### config.mk
export PLATFORM = sky130hd
export DESIGN_NAME = hdmi_video_timing
export DESIGN_NICKNAME = d
export VERILOG_FILES = /design/src/rtl/hdmi_video_timing.sv
export SDC_FILE = /design/constraint.sdc
export NUM_CORES = 1
export LEC_CHECK = 0
export BUFFER_PORTS_ARGS = -buffer_cell sky130_fd_sc_hd__buf_4
export CORE_ASPECT_RATIO = 0.8
export CORE_MARGIN = 5
export CORE_UTILIZATION = 30
export CTS_BUF_LIST = sky130_fd_sc_hd__clkbuf_8
export DETAILED_ROUTE_END_ITERATION = 16
export GPL_TIMING_DRIVEN = 1
export PLACE_DENSITY_LB_ADDON = 0.3
export SYNTH_ARGS = -nofsm -noshare
export SYNTH_HDL_FRONTEND = slang
export SYNTH_SLANG_ARGS = --single-unit
### constraint.sdc
create_clock -name clk -period 5.4 [get_ports clk]
set_clock_uncertainty 0.15 [all_clocks]
set_input_delay 0.27 -clock clk [delete_from_list [all_inputs] [get_ports clk]]
set_output_delay 0.27 -clock clk [all_outputs]
set_load 0.1 [all_outputs]
### src/rtl/hdmi_video_timing.sv
// 640x480@60 raster generator for the HDMI path: issues framebuffer read coordinates,
// delays sync/DE to match the read latency and expands RGB332 pixels to 24-bit RGB.
module hdmi_video_timing #(
    parameter int unsigned H_ACTIVE = 640,
    parameter int unsigned H_FP     = 16,
    parameter int unsigned H_SYNC   = 96,
    parameter int unsigned H_BP     = 48,
    parameter int unsigned V_ACTIVE = 480,
    parameter int unsigned V_FP     = 10,
    parameter int unsigned V_SYNC   = 2,
    parameter int unsigned V_BP     = 33,
    parameter int unsigned READ_LAT = 2,
    parameter bit          SYNC_POL = 1'b0
) (
    input  logic       clk,
    input  logic       rst,
    output logic [9:0] pix_x,
    output logic [9:0] pix_y,
    input  logic [7:0] pixel_in,
    output logic [7:0] hdmi_r,
    output logic [7:0] hdmi_g,
    output logic [7:0] hdmi_b,
    output logic       hdmi_hsync,
    output logic       hdmi_vsync,
    output logic       hdmi_de,
    output logic       frame_start
);

    localparam int unsigned CW = 10;

    localparam logic [CW-1:0] H_ACT  = CW'(H_ACTIVE);
    localparam logic [CW-1:0] HS_BEG = CW'(H_ACTIVE + H_FP);
    localparam logic [CW-1:0] HS_END = CW'(H_ACTIVE + H_FP + H_SYNC);
    localparam logic [CW-1:0] H_LAST = CW'(H_ACTIVE + H_FP + H_SYNC + H_BP - 1);
    localparam logic [CW-1:0] V_ACT  = CW'(V_ACTIVE);
    localparam logic [CW-1:0] VS_BEG = CW'(V_ACTIVE + V_FP);
    localparam logic [CW-1:0] VS_END = CW'(V_ACTIVE + V_FP + V_SYNC);
    localparam logic [CW-1:0] V_LAST = CW'(V_ACTIVE + V_FP + V_SYNC + V_BP - 1);

    typedef struct packed {
        logic active;
        logic hsync;
        logic vsync;
        logic first;
    } flags_t;

    logic [CW-1:0]       h_cnt;
    logic [CW-1:0]       v_cnt;
    flags_t              flags_c;
    flags_t [READ_LAT:0] pipe;
    logic [23:0]         rgb_c;

    // Free-running raster counters; the line counter advances on the horizontal wrap.
    always_ff @(posedge clk or negedge rst) begin
        if (!rst) begin
            h_cnt <= '0;
            v_cnt <= '0;
        end else if (h_cnt == H_LAST) begin
            h_cnt <= '0;
            v_cnt <= (v_cnt == V_LAST) ? '0 : v_cnt + CW'(1);
        end else begin
            h_cnt <= h_cnt + CW'(1);
        end
    end

    always_comb begin
        flags_c        = '0;
        flags_c.active = (h_cnt < H_ACT) && (v_cnt < V_ACT);
        flags_c.hsync  = (h_cnt >= HS_BEG) && (h_cnt < HS_END);
        flags_c.vsync  = (v_cnt >= VS_BEG) && (v_cnt < VS_END);
        flags_c.first  = (h_cnt == '0) && (v_cnt == '0);
    end

    // Stage 0 is aligned with pix_x/pix_y; stage READ_LAT is aligned with pixel_in.
    always_ff @(posedge clk or negedge rst) begin
        if (!rst) begin
            pix_x <= '0;
            pix_y <= '0;
            pipe  <= '0;
        end else begin
            pix_x <= flags_c.active ? h_cnt : '0;
            pix_y <= flags_c.active ? v_cnt : '0;
            pipe  <= {pipe[READ_LAT-1:0], flags_c};
        end
    end

    // RGB332 to RGB888 by bit replication; blanked outside the active area.
    always_comb begin
        rgb_c = '0;
        if (pipe[READ_LAT].active) begin
            rgb_c = {pixel_in[7:5], pixel_in[7:5], pixel_in[7:6],
                     pixel_in[4:2], pixel_in[4:2], pixel_in[4:3],
                     pixel_in[1:0], pixel_in[1:0], pixel_in[1:0], pixel_in[1:0]};
        end
    end

    always_ff @(posedge clk or negedge rst) begin
        if (!rst) begin
            hdmi_r      <= '0;
            hdmi_g      <= '0;
            hdmi_b      <= '0;
            hdmi_hsync  <= ~SYNC_POL;
            hdmi_vsync  <= ~SYNC_POL;
            hdmi_de     <= 1'b0;
            frame_start <= 1'b0;
        end else begin
            {hdmi_r, hdmi_g, hdmi_b} <= rgb_c;
            hdmi_hsync  <= pipe[READ_LAT].hsync ? SYNC_POL : ~SYNC_POL;
            hdmi_vsync  <= pipe[READ_LAT].vsync ? SYNC_POL : ~SYNC_POL;
            hdmi_de     <= pipe[READ_LAT].active;
            frame_start <= pipe[READ_LAT].first;
        end
    end

endmodule
==> results of run 1 <==
cell families (layout without fill, tap and decap cells):
group | Yosys count | in the layout | share of synthesized area (%)
mux | 2 | 2 | 0.794
compound gates | 14 | 14 | 3.27
other cells | 1 | 1 | 0.149
xor+xnor | 10 | 10 | 3.47
simple gates | 83 | 83 | 19.0
fa+ha+maj | 4 | 4 | 1.98
buf+inv | 33 | 90 | 7.69
flops | 64 | 64 | 63.6
metrics by stage:
step	instances	hold WS, ps	util (%)	setup WS (ps)	power [mW]
2_1_floorplan	211	-176	-	3620	0.577
3_3_place_gp	351	182	36.3	3450	0.599
3_5_place_dp	351	185	36.3	3410	0.599
4_1_cts	376	198	39.7	3390	0.978
5_1_grt	376	212	39.7	3150	1.00
6_report	376	199	39.7	3460	0.962
routing by layer:
layer	vias up	routed length [um]	global-route usage, %
li1	780	-	-
met1	742	2280	13.3
met2	57	1930	13.7
met3	11	442	4.67
met4	0	98	4.50
met5	-	0	0
final timing paths:
kind	endpoint	slack, ps
worst max register to register	pix_x[4]	3460
min in group asynchronous	v_cnt[1]	400
worst max-delay path	pix_x[4]	3460
worst min-delay path	pipe[10]	200
worst min register to register	pipe[10]	200
max in group asynchronous	h_cnt[0]	4180
final cells by class:
type	instances	area, um2	area share (%)
clock inverters	6	45.0	1.41
multi-input cells	114	724	22.7
repair buffers	66	518	16.2
inverters	8	30.0	0.940
well taps	108	135	4.23
flip-flops and latches	64	1600	50.2
clock buffers	10	138	4.31
Yosys cell counts, types with 3 or more instances:
cell type | n | share of area, %
sky130_fd_sc_hd__dfrtp_1 | 62 | 62
sky130_fd_sc_hd__and2_1 | 21 | 5.2
sky130_fd_sc_hd__buf_4 | 17 | 5.1
sky130_fd_sc_hd__nand2_1 | 12 | 1.8
sky130_fd_sc_hd__nand3_1 | 10 | 2.0
sky130_fd_sc_hd__inv_1 | 8 | 1.2
sky130_fd_sc_hd__nor2_1 | 8 | 1.2
sky130_fd_sc_hd__nor3_1 | 7 | 1.4
sky130_fd_sc_hd__nor4_1 | 6 | 1.5
sky130_fd_sc_hd__o21ai_0 | 6 | 1.2
sky130_fd_sc_hd__xor2_1 | 6 | 2.1
sky130_fd_sc_hd__buf_2 | 4 | 0.79
sky130_fd_sc_hd__ha_1 | 4 | 2.0
sky130_fd_sc_hd__nand4_1 | 4 | 0.99
sky130_fd_sc_hd__xnor2_1 | 4 | 1.4
sky130_fd_sc_hd__a21oi_1 | 3 | 0.60
sky130_fd_sc_hd__and3_2 | 3 | 0.89
sky130_fd_sc_hd__clkbuf_1 | 3 | 0.45
sky130_fd_sc_hd__o31ai_1 | 3 | 0.89
layout by cell type (no fill, tap or decap), types with 7 or more instances in the layout:
cell	instances
sky130_fd_sc_hd__buf_4	57
sky130_fd_sc_hd__dlygate4sd3_1	9
sky130_fd_sc_hd__nand3_1	10
sky130_fd_sc_hd__dfrtp_1	62
sky130_fd_sc_hd__nand2_1	12
sky130_fd_sc_hd__inv_1	8
sky130_fd_sc_hd__clkbuf_8	10
sky130_fd_sc_hd__nor2_1	8
sky130_fd_sc_hd__and2_1	21
sky130_fd_sc_hd__nor3_1	7
power groups by stage:
stage	clock network (mW)	logic (mW)	registers, mW
after global placement	0	0.105	0.494
final	0.368	0.109	0.485
after floorplan	0	0.0576	0.520
after detailed placement	0	0.105	0.494
after CTS	0.383	0.110	0.485
after global routing	0.402	0.113	0.485
state kept, by name, indices dropped and copies added, names as in the netlist:
name / count
pipe: 12
h_cnt: 10
pix_x: 10
pix_y: 10
v_cnt: 10
hdmi_g: 3
hdmi_r: 3
hdmi_b: 2
frame_start: 1
hdmi_de: 1
hdmi_hsync: 1
hdmi_vsync: 1
critical path: stages (launching register included):
cell	delay, ps
sky130_fd_sc_hd__dfrtp_1	470
sky130_fd_sc_hd__o21ai_0	190
sky130_fd_sc_hd__nand2_1	160
sky130_fd_sc_hd__nor2_1	650
sky130_fd_sc_hd__and2_2	260
timing repair:
item                                   in CTS  in global routing
hold buffers                                9                  0
setup endpoints to repair                   0                  0
endpoints found under the hold margin      70                  0
==> PnR_summary.wiki, run 1 <==
{| class="wikitable"
! Metric !! Value
|-
| Status || finished clean
|-
| Origin of the critical flop-to-flop path || h_cnt[8]
|-
| Layout cells sized above 1 || 31.0%
|-
| Pin count of the biggest net entering global routing || 65
|-
| Share of total power in combinational logic || 11.3%
|-
| Depth of the most critical reg-to-reg path || 4
|-
| Clk buf depth || 2
|-
| FFs w/ async S/R, synth || 100%
|-
| Rel. slew slack || roughly 46%
|-
| DP Area || between 2000 and 3000 um2
|-
| Clock tree from TritonCTS || built
|-
| Number of nets with antenna violations after detailed routing || 0
|-
| Cell area after technology mapping || 2520 um2
|-
| Maximum fanout along the worst path || 15
|-
| Total gr overflow || 0
|-
| Static leakage power || between 1 and 1.5 nW
|-
| Number of levels the H-tree was split into || 3
|-
| Horizontal die dimension || about 110 um
|-
| Cell chosen for the clock root || sky130_fd_sc_hd__clkbuf_8
|-
| Share of total power in the clock network || 38.3%
|-
| Fmax || between 500 and 600 MHz
|-
| Vias in the first global route || 1655
|-
| Critical Setup Path Class || reg2reg
|-
| Kind of start point of the critical path || flop
|-
| Worst Hold Depth || 0
|-
| Overall via count from detail_route || between 1500 and 2000
|-
| Number of antenna violations at the first check in global routing || 0
|-
| Num rows || 29
|-
| Global-route usage over all layers || 9.97%
|-
| Floorplan die area || 10400 um2
|-
| DR WL/cell || 12.6 um
|-
| Final HPWL from detailed placement || about 3100 um
|-
| Seq/Total Area, Yosys || between 60% and 70%
|-
| Number of warnings issued by yosys || 0
|-
| Clock latency on the worst-skew pair || about 340 ps
|-
| # fillers || 794
|-
| Internal power consumption || 684 uW
|-
| Synthesized flop and latch total || 64
|-
| Final TNS setup || 0 ps
|-
| Most common flop cell mapped by yosys || sky130_fd_sc_hd__dfrtp_1
|-
| Proportion of power drawn by flip-flops and latches || 50.4%
|-
| Detailed-route wire length || approximately 4700 um
|-
| Number of synthesized flops with an enable pin || 0
|-
| Post-cts gate resize count || 0
|-
| Max_cap viols || 0
|-
| IO Port Bufs || 57
|-
| Effective utilization at floorplan || 31.3%
|-
| Area overhead of the layout relative to synthesis || 26.6%
|-
| Critical Path End Type || flop
|-
| Power density cells || 301 nW/um2
|-
| Total Nets Final || 277
|-
| Maximum VDD drop || 0.000120 V
|-
| Wire length of the first global-routing pass || 8200 um
|-
| Number of design rule violations left after detail routing || 0
|-
| Num CTS Buffers || 9
|-
| Total setup violations reported at the end of the flow || 0
|-
| Number of ports placed on the die boundary || 58
|-
| Count of buffers added by post-CTS timing repair for setup || 0
|-
| Number of library cell types mapped by synthesis || 36
|-
| Switching share of power || between 20 and 30%
|-
| Shortest clock period the worst path allows after layout || roughly 1900 ps
|-
| Area of all placed cells without fillers || 3190 um2
|-
| Via density per instance || 4.23
|-
| Start point of the worst hold path || pipe[6]
|-
| Clock slew at the register clock pins of the worst setup and hold paths || 70 ps
|-
| Syn Inst Count || 211
|-
| Path class of the lowest-slack min-delay path || reg2reg
|-
| Number of diodes || 0
|-
| Area of the core || 8060 um2
|-
| Transition time of the tightest slew-check pin || 800 ps
|-
| Clock tree sinks || 64
|-
| Average cell area after synthesis || 12.0 um2
|-
| Start point of the critical path || h_cnt[8]
|-
| Worst path required time || between 5000 and 6000 ps
|-
| Net count of the mapped netlist || 225
|-
| Number of optimization iterations in the first detailed-route pass || 4
|-
| Max-slew violation total from the final report || 0
|-
| Setup repair after global routing missed its margin || no
|-
| Power spent charging and discharging nets || 279 uW
|-
| Share of the clock period used by the worst path after layout || 35.9%
|-
| Die Y-Extent || about 92 um
|-
| Data arrival, critical path || ~2100 ps
|-
| Number of design-rule violations left by the first detailed-router iteration || 116
|-
| Hold Fails Final Rpt || 0
|-
| Final estimated routing congestion in global placement || 0.777
|}
Note: power is estimated with default switching activity, not from simulation.
==> run 2: changes to the inputs <==
==> constraint.sdc (replaced) <==
create_clock -name clk -period 2 [get_ports clk]
set_clock_uncertainty 0.15 [all_clocks]
set_input_delay 0.1 -clock clk [delete_from_list [all_inputs] [get_ports clk]]
set_output_delay 0.1 -clock clk [all_outputs]
set_load 0.1 [all_outputs]
==> run 2 against run 1 <==
Wire length decreased by 2.0%. Sequential power increased to 2.7 times the previous value. Setup slack got worse by 3300 ps. Die area unchanged. Global-route usage about the same. Clock power increased to 3.7 times the previous value. First-iteration DRC count decreased by 25%. Flip-flop and latch count unchanged. Design area increased by 2.7%. Highest routed layer unchanged.
==> PnR_summary.wiki, run 2 (synthesized netlist as in run 1, its figures left out) <==
{| class="wikitable"
! Metric !! Value
|-
| Met2 usage || between 10 and 15%
|-
| Area of the multi-input gates || 727 um2
|-
| Clock slew at the register clock pins of the worst setup and hold paths || about 70 ps
|-
| Critical path capture point || v_cnt[9]
|-
| Num rows || 29
|-
| Layout cells sized above 1 || 31.9%
|-
| Total gr overflow || 0
|-
| Fmax || roughly 530 MHz
|-
| Number of ports placed on the die boundary || a little under 60
|-
| Worst path required time || 2120 ps
|-
| Origin of the critical flop-to-flop path || h_cnt[0]
|-
| Area of all placed cells without fillers || 3280 um2
|-
| Effective utilization at floorplan || 31.3%
|-
| DR WL/cell || 12.3 um
|-
| Endpoint of the worst register-to-register path || v_cnt[9]
|-
| Total Nets Final || 279
|-
| Static leakage power || 1.54 nW
|-
| Final instance count without filler cells || 378
|-
| Rel. slew slack || 48.0%
|-
| Horizontal die dimension || roughly 110 um
|-
| Detailed-route wire length || ~4700 um
|-
| Shortest clock period the worst path allows after layout || 1880 ps
|-
| Transition time of the tightest slew-check pin || 780 ps
|-
| Number of nets with antenna violations after detailed routing || 0
|-
| Num CTS Buffers || 9
|-
| Clock tree from TritonCTS || built
|-
| Final estimated routing congestion in global placement || 0.785
|-
| Path class of the lowest-slack min-delay path || reg2reg
|-
| Final cell utilization of the core || between 40% and 50%
|-
| Worst setup slack before clock tree synthesis || 134 ps
|-
| Global-route usage over all layers || under 10%
|-
| Wire length of the first global-routing pass || 8230 um
|-
| Number of design-rule violations left by the first detailed-router iteration || 87
|-
| Cell total after placement || 353
|-
| Area of the core || 8060 um2
|-
| Clock latency on the worst-skew pair || 340 ps
|-
| Register area || 1600 um2
|-
| Number of levels the H-tree was split into || 3
|-
| Via density per instance || roughly 4.3
|-
| Max FFs per register || 12
|-
| Final TNS setup || 0 ps
|-
| Kind of start point of the critical path || flop
|-
| Setup slack of the worst register-to-register path || 120 ps
|-
| Max-slew violation total from the final report || 0
|-
| DP Area || 2940 um2
|-
| Post-route worst setup slack || 115 ps
|-
| Clock tree sinks || 64
|-
| Area overhead of the layout relative to synthesis || 30.1%
|-
| Biggest register || pipe
|-
| Overall via count from detail_route || 1625
|-
| Maximum VDD drop || 0.000678 V
|-
| IO Port Bufs || between 50 and 60
|-
| Number of optimization iterations in the first detailed-route pass || 4
|-
| Number of antenna violations at the first check in global routing || 0
|-
| Maximum fanout along the worst path || 9
|-
| Depth of the most critical reg-to-reg path || 5
|-
| Critical Path End Type || flop
|-
| Most congested layer reported by global routing || met2
|-
| Start point of the critical path || h_cnt[0]
|-
| Total setup violations reported at the end of the flow || 0
|-
| Global-route met1 utilization || 12.7%
|-
| Setup repair after global routing missed its margin || no
|-
| Met3 usage || under 10%
|-
| Clk buf depth || 2
|-
| Number of design rule violations left after detail routing || 0
|-
| Pin count of the biggest net entering global routing || 65
|-
| Status || finished clean
|-
| Worst Hold Depth || 0
|-
| Power density cells || 906 nW/um2
|-
| Max_cap viols || 0
|-
| Hold Fails Final Rpt || 0
|-
| Number of diodes || 0
|-
| Vias in the first global route || 1688
|-
| Overall Power || 2.97 mW
|-
| # fillers || 782
|-
| Commonest cells after routing, fill and taps aside || sky130_fd_sc_hd__dfrtp_1 (62), sky130_fd_sc_hd__buf_4 (59), sky130_fd_sc_hd__and2_1 (21)
|-
| Critical Setup Path Class || reg2reg
|-
| Min Hold Slack || 195 ps
|-
| Final HPWL from detailed placement || just over 3000 um
|-
| Share of the clock period used by the worst path after layout || roughly 94%
|-
| Data arrival, critical path || 2000 ps
|-
| Cell chosen for the clock root || sky130_fd_sc_hd__clkbuf_8
|-
| Commonest non-fill, non-tap cell in the layout || sky130_fd_sc_hd__dfrtp_1
|-
| Floorplan die area || slightly above 10000 um2
|-
| Die Y-Extent || 92.0 um
|}
run 2: cell types whose count changed in the layout (fill, tap and decap cells not counted), sizes merged:
cell	delta
clkinvlp	-2
clkinv	-2
buf	+2
inv	+1
bufinv	+3
run 2: how the worst min path moves through the flow:
stage               startpoint          end  slack (ps)
floorplan                  rst  frame_start        -350
detailed placement         rst     pix_y[1]          90
global placement           rst     pix_y[1]          90
CTS                    pipe[5]      pipe[9]         190
finish                 pipe[5]      pipe[9]         200
global route           pipe[5]      pipe[9]         200
run 2: final cells by class:
class	count	share of cell area [%]
inverter	8	0.915
clock inverter	6	3.51
tap	108	4.12
sequential	64	48.9
timing repair buffer	68	16.2
clock buffer	10	4.19
multi-input combinational	114	22.2
run 2: layer usage:
metal,share of wire [%],wire [um],vias to the layer above
li1,-,-,787
met1,47,2190,758
met2,42,1970,71
met3,9.4,438,9
met4,1.3,61,0
met5,0,0,-
run 2: critical path, stage by stage, from the launching register on:
cell	delay, ps
sky130_fd_sc_hd__dfrtp_1	400
sky130_fd_sc_hd__ha_1	240
sky130_fd_sc_hd__and4_4	270
sky130_fd_sc_hd__nand3_4	110
sky130_fd_sc_hd__or4_1	480
sky130_fd_sc_hd__a21oi_1	150
run 2: what timing repair did:
action	4_1_cts	5_1_grt
endpoints found under the setup margin	0	3
endpoints found under the hold margin	70	0
resized for setup	0	1
hold buffers	9	0
buffers inserted	0	0
run 2: power by group:
| part | total [mW] | internal, mW | switching [mW] |
|---|---|---|---|
| Combinational | 0.294 | 0.0588 | 0.235 |
| Sequential | 1.31 | 1.30 | 0.00641 |
| Clock | 1.37 | 0.868 | 0.502 |
| Total | 2.97 | 2.23 | 0.744 |
